$ cat src/rtl/lsu_mem_stage.sv
// rtl/lsu_mem_stage.sv - load/store unit driving the single-cycle d_cache_v1 port
// Optional MISALIGN_SPLIT_EN: misaligned half/word accesses become per-byte accesses.
module lsu_mem_stage #(
   parameter int ADDR_W             = 32,
   parameter bit LOAD_ZERO_ON_FAULT = 1'b1
) (
   input  logic              clk,
   input  logic              rst_n,
   input  logic              req_valid,
   output logic              req_ready,
   input  logic              req_is_load,
   input  logic [2:0]        req_funct3,
   input  logic [ADDR_W-1:0] req_addr,
   input  logic [31:0]       req_wdata,
   output logic              resp_valid,
   output logic [31:0]       resp_rdata,
   output logic [1:0]        resp_fault,
   output logic [ADDR_W-1:0] fault_addr,
   output logic              data_enable,
   output logic              data_read,
   output logic [3:0]        mem_wstrb,
   output logic [ADDR_W-1:0] ram_address,
   output logic [31:0]       ram_store,
   input  logic [31:0]       ram_fetch,
   input  logic              d_cache_miss
);
   typedef enum logic [1:0] {IDLE, ACCESS, LOAD_WAIT, RESP} state_t;
   localparam logic [1:0] F_OK = 2'b00, F_MISS = 2'b01, F_ALIGN = 2'b10, F_ILL = 2'b11;

   state_t            state_q, state_d;
   logic              is_load_q, is_load_d;
   logic [2:0]        funct3_q, funct3_d;
   logic [ADDR_W-1:0] addr_q, addr_d;
   logic [31:0]       wdata_q, wdata_d;
   logic [1:0]        fault_q, fault_d;
   logic [ADDR_W-1:0] fault_addr_q, fault_addr_d;
   logic [31:0]       rdata_q, rdata_d;
`ifdef MISALIGN_SPLIT_EN
   logic              split_q, split_d;
   logic [1:0]        cnt_q, cnt_d;
   logic              last_byte;
   logic [31:0]       asm_data;
`endif
   logic [ADDR_W-1:0] acc_addr;
   logic [31:0]       lane_data;
   logic              acc_en;
   logic              illegal, misaligned;

   function automatic logic [31:0] extend(input logic [2:0] f3, input logic [31:0] v);
      case (f3)
         3'b000:  return {{24{v[7]}}, v[7:0]};
         3'b001:  return {{16{v[15]}}, v[15:0]};
         3'b100:  return {24'b0, v[7:0]};
         3'b101:  return {16'b0, v[15:0]};
         default: return v;
      endcase
   endfunction

   always_comb begin
      if (req_is_load)
         illegal = !(req_funct3 inside {3'b000, 3'b001, 3'b010, 3'b100, 3'b101});
      else
         illegal = !(req_funct3 inside {3'b000, 3'b001, 3'b010});
      misaligned = ((req_funct3[1:0] == 2'b01) && req_addr[0]) ||
                   ((req_funct3[1:0] == 2'b10) && (req_addr[1:0] != 2'b00));
   end

`ifdef MISALIGN_SPLIT_EN
   assign acc_addr  = addr_q + ADDR_W'(cnt_q);
   assign last_byte = !split_q || (cnt_q == ((funct3_q[1:0] == 2'b01) ? 2'd1 : 2'd3));
   assign asm_data  = rdata_q | ({24'b0, lane_data[7:0]} << {cnt_q, 3'b000});
`else
   assign acc_addr  = addr_q;
`endif

   // Pre-faulted requests still pass through ACCESS, but never enable the cache.
   assign acc_en      = (state_q == ACCESS) && (fault_q == F_OK);
   assign data_enable = acc_en;
   assign data_read   = acc_en && is_load_q;
   assign ram_address = acc_addr;
   assign lane_data   = ram_fetch >> {acc_addr[1:0], 3'b000};

   always_comb begin
      mem_wstrb = 4'b0000;
      ram_store = wdata_q;
      if (acc_en && !is_load_q) begin
         case (funct3_q[1:0])
            2'b00:   mem_wstrb = 4'b0001 << acc_addr[1:0];
            2'b01:   mem_wstrb = acc_addr[1] ? 4'b1100 : 4'b0011;
            default: mem_wstrb = 4'b1111;
         endcase
`ifdef MISALIGN_SPLIT_EN
         if (split_q) begin
            mem_wstrb = 4'b0001 << acc_addr[1:0];
            ram_store = (wdata_q >> {cnt_q, 3'b000}) & 32'h0000_00FF;
         end
`endif
      end
   end

   always_comb begin
      state_d      = state_q;
      is_load_d    = is_load_q;
      funct3_d     = funct3_q;
      addr_d       = addr_q;
      wdata_d      = wdata_q;
      fault_d      = fault_q;
      fault_addr_d = fault_addr_q;
      rdata_d      = rdata_q;
`ifdef MISALIGN_SPLIT_EN
      split_d      = split_q;
      cnt_d        = cnt_q;
`endif
      req_ready    = (state_q == IDLE);
      resp_valid   = (state_q == RESP);
      case (state_q)
         IDLE: if (req_valid) begin
            state_d      = ACCESS;
            is_load_d    = req_is_load;
            funct3_d     = req_funct3;
            addr_d       = req_addr;
            wdata_d      = req_wdata;
            rdata_d      = '0;
            fault_d      = F_OK;
            fault_addr_d = '0;
`ifdef MISALIGN_SPLIT_EN
            split_d      = 1'b0;
            cnt_d        = 2'd0;
`endif
            if (illegal) begin
               fault_d      = F_ILL;
               fault_addr_d = req_addr;
            end else if (misaligned) begin
`ifdef MISALIGN_SPLIT_EN
               split_d      = 1'b1;
`else
               fault_d      = F_ALIGN;
               fault_addr_d = req_addr;
`endif
            end
         end
         ACCESS: begin
            if (fault_q != F_OK) begin
               state_d = RESP;
            end else if (d_cache_miss) begin
               fault_d      = F_MISS;
               fault_addr_d = acc_addr;
               state_d      = RESP;
            end else if (is_load_q) begin
               state_d = LOAD_WAIT;
            end else begin
               state_d = RESP;
`ifdef MISALIGN_SPLIT_EN
               if (!last_byte) begin
                  state_d = ACCESS;
                  cnt_d   = cnt_q + 2'd1;
               end
`endif
            end
         end
         LOAD_WAIT: begin
            state_d = RESP;
            rdata_d = extend(funct3_q, lane_data);
`ifdef MISALIGN_SPLIT_EN
            if (split_q) begin
               rdata_d = last_byte ? extend(funct3_q, asm_data) : asm_data;
               if (!last_byte) begin
                  state_d = ACCESS;
                  cnt_d   = cnt_q + 2'd1;
               end
            end
`endif
         end
         default: state_d = IDLE;
      endcase
   end

   assign resp_rdata = (LOAD_ZERO_ON_FAULT && (fault_q != F_OK)) ? 32'h0 : rdata_q;
   assign resp_fault = fault_q;
   assign fault_addr = fault_addr_q;

   always_ff @(posedge clk or negedge rst_n) begin
      if (!rst_n) begin
         state_q      <= IDLE;
         is_load_q    <= 1'b0;
         funct3_q     <= 3'b000;
         addr_q       <= '0;
         wdata_q      <= '0;
         fault_q      <= F_OK;
         fault_addr_q <= '0;
         rdata_q      <= '0;
`ifdef MISALIGN_SPLIT_EN
         split_q      <= 1'b0;
         cnt_q        <= 2'd0;
`endif
      end else begin
         state_q      <= state_d;
         is_load_q    <= is_load_d;
         funct3_q     <= funct3_d;
         addr_q       <= addr_d;
         wdata_q      <= wdata_d;
         fault_q      <= fault_d;
         fault_addr_q <= fault_addr_d;
         rdata_q      <= rdata_d;
`ifdef MISALIGN_SPLIT_EN
         split_q      <= split_d;
         cnt_q        <= cnt_d;
`endif
      end
   end
endmodule

$ cat config.mk
export PLATFORM = sky130hd
export DESIGN_NAME = lsu_mem_stage
export DESIGN_NICKNAME = d
export VERILOG_FILES = /design/src/rtl/lsu_mem_stage.sv
export SDC_FILE = /design/constraint.sdc
export NUM_CORES = 1
export LEC_CHECK = 0
export ABC_AREA = 1
export CORE_UTILIZATION = 45
export DETAILED_ROUTE_END_ITERATION = 10
export PLACE_DENSITY = 0.92
export SLEW_MARGIN = 10
export SYNTH_ARGS = -nofsm -noshare
export SYNTH_HDL_FRONTEND = slang
export SYNTH_SLANG_ARGS = --single-unit
$ cat constraint.sdc
create_clock -name clk -period 1.8 [get_ports clk]
set_input_delay 0.36 -clock clk [delete_from_list [all_inputs] [get_ports clk]]
set_output_delay 0.36 -clock clk [all_outputs]
set_load 0.05 [all_outputs]
# Word level (Yosys, flattened, before mapping)
# Index checks and enable logic that the tools add are counted.
# W data, S select, Z words.
op_classes:
  n_shift: 2
  n_reduce_logical: 23
  n_mux: 25
  div: 0
  multipliers: 0
  order_cmp: 0
  n_eq_ne: 16
  addsub: 0
  bitwise: 0
ops:
  columns: ["op", "count"]
  rows:
  - ["$mux W32", 7]
  - ["$pmux W32 S2", 2]
  - ["$pmux W32 S4", 1]
  - ["$shr A32 B5 Y32", 1]
  - ["$eq A3 B3 Y1 const B", 4]
  - ["$mux W2", 6]
  - ["$mux W4", 2]
  - ["$pmux W4 S2", 1]
  - ["$reduce_bool A2 Y1", 4]
  - ["$eq A2 B1 Y1 const B", 3]
  - ["$eq A2 B2 Y1 const B", 3]
  - ["$eq A3 B1 Y1 const B", 2]
  - ["$logic_not A2 Y1", 3]
  - ["$logic_not A3 Y1", 2]
  - ["$ne A2 B2 Y1 const B", 3]
  - ["$pmux W2 S3", 1]
  - ["$logic_and A1 B1 Y1", 5]
  - ["$reduce_bool A5 Y1", 1]
  - ["$mux W1", 4]
  - ["$pmux W2 S2", 1]
  - ["$reduce_and A2 Y1", 2]
  - ["$reduce_and A4 Y1", 1]
  - ["$shl A1 B2 Y4 const A", 1]
  - ["$eq A3 B2 Y1 const B", 1]
  - ["3 further kinds", 5]
totals:
  romBits: 0
  register_bits: 136
  word_cells: 74
  output_inout_bits: 138
  ram_bits: 0
  latchBits: 0
  n_memories: 0
  inputBits: 104

# Longest topological paths before layout
# Gate-level depths: netlist (run 1).
depth:
  word_depth: 7
  mapped_depth: 10
  depth_no_buf: 9

# Worst setup path before layout (run 1)
# Ideal clock, no wire load.
synth_path:
  kind: "register to output"
  startpoint: "register fault_q[0] (netlist: resp_fault[0])"
  endpoint: "output mem_wstrb[0]"
  path_slack_ns: -1.149
  required_ns: 1.440
  path_stages_with_launch: 6
  path_buffers: 0
  arrival_time_ns: 2.589
  path_cell_list: "dfrtp_1 -> inv_1 -> nand2_1 -> nor2_1 -> nand2_1 -> a21oi_1"
synth_between:
  elab_chain_len: 4
synth_rtl:
  columns: ["element", "line", "source"]
  rows:
  - ["from (decl)", "35", "logic [1:0] fault_q, fault_d;"]
  - ["from (signal assigned)", "202", "fault_q <= fault_d;"]
  - ["$logic_not A2 Y1", "77", "assign acc_en = (state_q == ACCESS) && (fault_q == F_OK);"]
  - ["$logic_and A1 B1 Y1", "77", null]
  - ["net data_enable", "19", "output logic data_enable,"]
  - ["$logic_and A1 B1 Y1", "86", "if (acc_en && !is_load_q) begin"]
  - ["$mux W4", "86", null]
  - ["to (decl)", "21", "output logic [3:0] mem_wstrb,"]
# The timed path passes the listed nets, and every way through them passes these cells.

# Worst setup path after layout (run 1)
layout_path:
  startpoint: "register state_q[1]"
  endpoint: "output mem_wstrb[0]"
layout_between:
  elab_chain_len: 4
layout_rtl:
  columns: ["element", "line", "source"]
  rows:
  - ["from (decl)", "30", "state_t state_q, state_d;"]
  - ["from (signal assigned)", "197", "state_q <= state_d;"]
  - ["$eq A2 B1 Y1", "77", null]
  - ["$logic_and A1 B1 Y1", "77", null]
  - ["$logic_and A1 B1 Y1", "86", null]
  - ["$mux W4", "86", null]
# Every way passes these cells.

==> flow_summary.json, run 1 <==
{
  "rsz0062_at_grt": "true",
  "seqCellArea_sq_um": 3408,
  "syn_to_final_growth_pct": 60.53,
  "synth_top_family_by_area": "simple AND/OR/NAND/NOR gates",
  "slowest_delay_ps": 400,
  "whs_ps": 408.1,
  "antenna_left": 0,
  "syn_area_sq_um": 6606,
  "leakagePower_nw": 5.171,
  "crit_buf_inv": 3,
  "synth-simple-area-share_pct": 35.51,
  "synth-seq-cells": 136,
  "cts_tree": "done",
  "grt_antenna_before_repair": 0,
  "clk_latency_ps": 420,
  "synth_xor_xnor_area_share_pct": 0,
  "fp.coreArea_sq_um": 14100,
  "ys_seq_area_share_pct": 51.52,
  "layout_worst_path_cycle_share_pct": 112.4,
  "crit_path_start_kind": "flip-flop",
  "slew_headroom_pct": 74.77,
  "io_pins": 242,
  "synth_compound_area_share_pct": 5.246,
  "drtIter0Drc": 616,
  "crit_chain": "inv_2 > ha_4 > inv_6 > nor2_4 > nand2_4 > a21oi_4 > buf_12",
  "reg2reg_from": "state_q[1]$_DFFE_PN0P_",
  "nFillCells": 983,
  "drc": 0,
  "via_per_inst": 5.412,
  "die_w_microns": 123.2,
  "routedWlPerCell_microns": 16.81,
  "p_int_mw": 10.70,
  "setup_ws_ps": -222.7,
  "cts_buffers": 17,
  "ys_types": 26,
  "synthesis.nets": 977,
  "grt_usage_pct": 28.55,
  "htree_num_levels": 4,
  "synth_ff_type": "dfrtp_1",
  "grt_pass1_wl_mm": 33.24,
  "cp_top_family": "flip-flops",
  "num_vias": 7090,
  "crit_path_end_kind": "output port",
  "critical_path_arrival_ps": 1660,
  "die-area_sq_um": 15170,
  "cts_buffer_depth": 2,
  "crit_required_ps": 1440,
  "final_nets": 1225,
  "maxCapViolCount": 0,
  "worstMarginPinSlew_ps": 378.5,
  "crit_type": "flip-flop to output port",
  "synth_edf_count": 0,
  "muxShareOfSynthArea_pct": 0,
  "hold_viol_final": 0,
  "cts.sinks": 136,
  "multi_input_area_sq_um": 3102,
  "min_path_type": "primary input to async pin",
  "power.share.sequential_pct": 24.6,
  "p_sw_mw": 11.45,
  "dp_hpwl_mm": 14.72,
  "start_util_pct": 46.87,
  "synth.avg_cell_area_sq_um": 7.602,
  "power.density_nw_per_um2": 2089,
  "clock_power_share_pct": 15.2,
  "p_sw_share_pct": 51.68,
  "first_global_vias": 6992,
  "drt_wl_total_mm": 22.02,
  "syn_inst": 869,
  "synth_fa_ha_area_share_pct": 0.7576,
  "path_max_fanout": 4,
  "overflow": 0,
  "place_congestion": 0.8736,
  "p_comb_share_pct": 60.2,
  "fp-row-count": 43,
  "path_clk_slew_ps": 60,
  "fmax_ghz": 0.4944,
  "finalMaxSlewViolations": 0,
  "drive_gt1_share_pct": 25.13,
  "numPortBuffers": 241,
  "violations": "setup timing",
  "fin_crit_ps": 2023,
  "die_h_microns": 123.2,
  "pre_cts_slack_ps": 52.06,
  "setup.worst_path.start": "state_q[1]$_DFFE_PN0P_",
  "fin_skew_ps": 6.823,
  "status": "finished with violations",
  "setup_viol": 39,
  "async_flop_share_pct": 100.0,
  "cp_slowest_cell": "dfrtp_1",
  "irDropWorstVdd_mv": 1.519,
  "diodes": 0,
  "first_pass_iters": 7,
  "ys_warn_count": 0,
  "root_buffer": "clkbuf_16",
  "grt_max_degree": 48
}
## power by group through the flow
stage,Clock (mW),Sequential [mW],Combinational [mW]
4_1_cts,3.41,5.43,12.8
2_1_floorplan,0,8.85,4.90
3_3_place_gp,0,5.41,12.4
5_1_grt,3.55,5.60,14.2
6_report,3.37,5.45,13.3
3_5_place_dp,0,5.43,12.7
## layer usage
layer | global-route usage [%] | vias up | routed length [microns]
li1 | - | 3282 | -
met1 | 33.62 | 3318 | 8012
met2 | 48.74 | 432 | 11250
met3 | 7.103 | 58 | 2023
met4 | 13.63 | 0 | 734
met5 | 0 | - | 0
## worst reg2reg max path: cells and delay by family, from the launching register on
kind / cells / cell delay, ps
AOI/OAI and AO/OA: 2 / 230
adders and majority gates: 1 / 190
buffers and inverters: 4 / 470
DFF: 1 / 400
and+or+nand+nor: 3 / 300
## state kept, by name, summed over array words and instances (netlist names)
register and flops:
fault_addr 32, ram_address 32, ram_store 32, rdata_q 32, funct3_q 3, resp_fault 2, state_q 2, is_load_q 1
## worst paths after layout
path | end | slack (ps) | depth (start not counted)
worst min register to register | ram_store[2]$_DFFE_PN0P_ | 480 | 2
worst max register to register | fault_addr[11]$_DFFE_PN0P_ | 80 | 10
worst max-delay path | mem_wstrb[0] | -220 | 7
worst min-delay path | rdata_q[30]$_DFFE_PN0P_ | 410 | 2
max in group asynchronous | ram_store[29]$_DFFE_PN0P_ | 800 | 3
min in group clk | ram_store[25]$_DFFE_PN0P_ | 470 | 3
## what timing repair did
action	in CTS	in global routing
gates resized for setup	13	31
hold buffers	1	0
setup endpoints to repair	38	38
pin swaps	2	3
buffers inserted	4	8
cloned	0	2
endpoints found under the hold margin	34	0
## final cells by class
| type | count | area share, % |
|---|---|---|
| flip-flops and latches | 136 | 32.14 |
| multi-input cells | 624 | 29.25 |
| repair buffers | 284 | 29.01 |
| clock buffers | 20 | 4.306 |
| well taps | 180 | 2.124 |
| inverters | 54 | 2.065 |
| clock inverters | 12 | 1.109 |
## per-stage QoR
step                      power (mW)  setup TNS [ps]  utilization [%]  std cells  area, sq um
after CTS                      21.69           -4159            73.61       1300        10380
after detailed placement       18.09               0            68.81       1263         9699
after floorplan                13.75          -572.0                -        869         6830
after global routing           23.33           -4830            75.24       1310        10610
after global placement         17.80               0            68.81       1263         9699
final                          22.16           -3382            75.24       1310        10610
## cells in the final DEF, fill, tap and decap left out, types with 2 or more instances in the layout
cell	Yosys	layout
nand2_2	2	2
inv_6	0	4
a21oi_1	21	17
inv_1	44	40
nand3_4	2	2
ha_4	0	2
nor2_2	3	3
a21oi_4	0	4
o21ai_2	3	4
nand4_1	32	32
clkbuf_8	0	2
clkbuf_16	0	18
o21ai_1	2	4
nand2_1	380	378
clkdlybuf4s50_1	0	102
inv_4	1	4
nor2_4	1	34
clkinvlp_4	0	7
buf_4	1	125
dfrtp_1	136	132
buf_12	0	51
nor2_1	35	2
o21ai_0	29	26
nand3_1	101	101
buf_6	2	3
inv_2	8	7
o211ai_1	7	7
dfrtp_2	0	4
## Yosys cell counts, types with 3 or more instances
master | instances | area [sq um]
clkbuf_1 | 26 | 97.59
o21ai_2 | 3 | 26.28
o211ai_1 | 7 | 52.55
nand2_1 | 380 | 1426
nor2_1 | 35 | 131.4
a21oi_1 | 21 | 105.1
inv_1 | 44 | 165.2
nand4_1 | 32 | 200.2
buf_2 | 24 | 120.1
o21ai_0 | 29 | 145.1
inv_2 | 8 | 30.03
nand3_1 | 101 | 505.5
dfrtp_1 | 136 | 3403
ha_1 | 4 | 50.05
nor2_2 | 3 | 18.77
## kinds of logic after synthesis
group           count (synthesis)
simple gates                  557
flops                         136
buf+inv                       109
compound gates                 63
fa+ha+maj                       4
Power figures use the tool's default switching activity.
==> inputs of run 2 (changes only) <==
Settings changed: CORE_ASPECT_RATIO from default to 0.8, TNS_END_PERCENT from default to 100.
==> run 2 against run 1 <==
The flow still finishes with violations (setup timing). First-iteration DRC count increased by 56%. Sequential share of layout area down 2.0 points. Critical endpoint is now data_read. Critical path type unchanged. Largest cell class is now non-clock buffers. Worst hold slack better by 16 ps. Global-route usage up 2.6 points. Highest routed layer unchanged.
==> flow_summary.json, run 2 (same netlist as run 1, synthesis figures left out) <==
{
  "diodes": 0,
  "irDropWorstVdd_mv": 1.514,
  "path_max_fanout": 5,
  "placed_area_sq_um": 9709,
  "grt_use_met2_pct": 51.62,
  "fmax_ghz": 0.4917,
  "finalMaxSlewViolations": 0,
  "syn_to_final_growth_pct": 71.29,
  "slowest_delay_ps": 430,
  "final_area_sq_um": 11320,
  "path_clk_slew_ps": 60,
  "final_cell_mix": "364 x nand2_1, 132 x dfrtp_1, 122 x buf_4",
  "clk_latency_ps": 430,
  "crit_type": "flip-flop to output port",
  "drc": 0,
  "final_nets": 1248,
  "fp-row-count": 39,
  "crit_buf_inv": 3,
  "cp_top_family": "flip-flops",
  "grt_max_degree": 46,
  "setup_ws_ps": -233.7,
  "setup_viol": 76,
  "numPortBuffers": 241,
  "start_util_pct": 46.21,
  "crit_path_start_kind": "flip-flop",
  "first_pass_iters": 8,
  "crit_path_end_kind": "output port",
  "maxCapViolCount": 0,
  "fin_util_pct": 79.15,
  "slew_headroom_pct": 72.70,
  "layout_worst_path_cycle_share_pct": 113.0,
  "crit_path_frequent_cell": "buf_12",
  "met1_usage_pct": 38.26,
  "root_buffer": "clkbuf_16",
  "critical_path_arrival_ps": 1670,
  "grt_antenna_before_repair": 0,
  "die-area_sq_um": 15170,
  "grt_pass1_wl_mm": 35.37,
  "status": "finished with violations",
  "leakagePower_nw": 5.518,
  "num_vias": 7659,
  "worstMarginPinSlew_ps": 409.5,
  "grt_use_met3_pct": 9.694,
  "cts_buffer_depth": 2,
  "drt_wl_total_mm": 26.00,
  "cp_slowest_cell": "dfrtp_2",
  "crit_required_ps": 1440,
  "stdcell_count": 1336,
  "final_common_cell": "nand2_1",
  "htree_num_levels": 4,
  "power.density_nw_per_um2": 2202,
  "place_congestion": 0.9266,
  "cts_tree": "done",
  "grt_usage_pct": 31.17,
  "first_global_vias": 6959,
  "place_inst": 1266,
  "min_path_type": "primary input to async pin",
  "cts_buffers": 17,
  "die_h_microns": 110.4,
  "violations": "setup timing",
  "gr-max-usage-layer": "met2",
  "drive_gt1_share_pct": 29.43,
  "dp_hpwl_mm": 15.19,
  "die_w_microns": 137.5,
  "io_pins": 242,
  "rsz0062_at_grt": "true",
  "cts.sinks": 136,
  "crit_chain": "inv_4 > nand2_8 > buf_12 > nor3_4 > buf_12",
  "fp.coreArea_sq_um": 14300,
  "antenna_left": 0,
  "fin_crit_ps": 2034,
  "routedWlPerCell_microns": 19.46,
  "pre_cts_slack_ps": 8.418,
  "hold_viol_final": 0,
  "drtIter0Drc": 958,
  "via_per_inst": 5.733,
  "overflow": 0,
  "fin_skew_ps": 11.92
}
==> run 2: cell type report <==
class	count	area (sq um)
clock buffers	20	456.7
clock inverters	11	219.0
fillers	822	2982
inverters	54	230.2
multi-input cells	624	3272
flip-flops and latches	136	3408
well taps	184	230.2
repair buffers	306	3491
repair inverters	1	8.758
==> run 2: worst reg2reg max path, cell delays in order (launching register included) <==
cell and delay, ps:
dfrtp_1 410, buf_4 140, buf_6 110, inv_4 40, ha_4 190, buf_6 130
o21ai_4 190, o21ai_4 90, buf_12 150, buf_6 150, nand2_1 90, nand3_1 120
==> run 2: worst paths after layout <==
check	cells past startpoint	slack [ps]	end	from
max in group asynchronous	3	800	ram_store[6]$_DFFE_PN0P_	rst_n
worst min-delay path	2	420	is_load_q$_DFFE_PN0P_	rst_n
min in group clk	3	470	ram_store[9]$_DFFE_PN0P_	req_wdata[9]
worst min register to register	2	480	ram_store[12]$_DFFE_PN0P_	ram_store[12]$_DFFE_PN0P_
worst max-delay path	5	-230	data_read	resp_fault[0]$_DFFE_PN0P_
worst max register to register	11	-140	fault_addr[15]$_DFFE_PN0P_	state_q[0]$_DFFE_PN0P_
==> run 2: power by group <==
group,switching [mW],total [mW],internal [mW]
registers,1.08,5.56,4.48
logic,10.1,15.3,5.24
clock network,1.36,4.03,2.67
total,12.5,24.9,12.4
==> run 2: repair_timing <==
item,4_1_cts,5_1_grt
pin swaps,2,14
endpoints found under the setup margin,39,94
setup buffers,9,19
cloned,2,11
endpoints found under the hold margin,37,0
resized for setup,37,84
hold buffers,1,0
==> run 2: per-stage QoR <==
step                TNS (ps)  power (mW)  hold WS, ps
finish                 -8709       24.91        424.2
detailed placement         0       18.19        292.1
global placement           0       17.83        293.4
CTS                    -4383       22.85        416.8
global route          -12410       25.89        448.4
floorplan             -572.0       13.75        64.41
==> run 2: per-layer routing <==
metal  part of all wire, %  wire [microns]
met4                   4.6            1198
met3                    12            3161
met5                     0               0
met1                    35            9225
met2                    48           12410
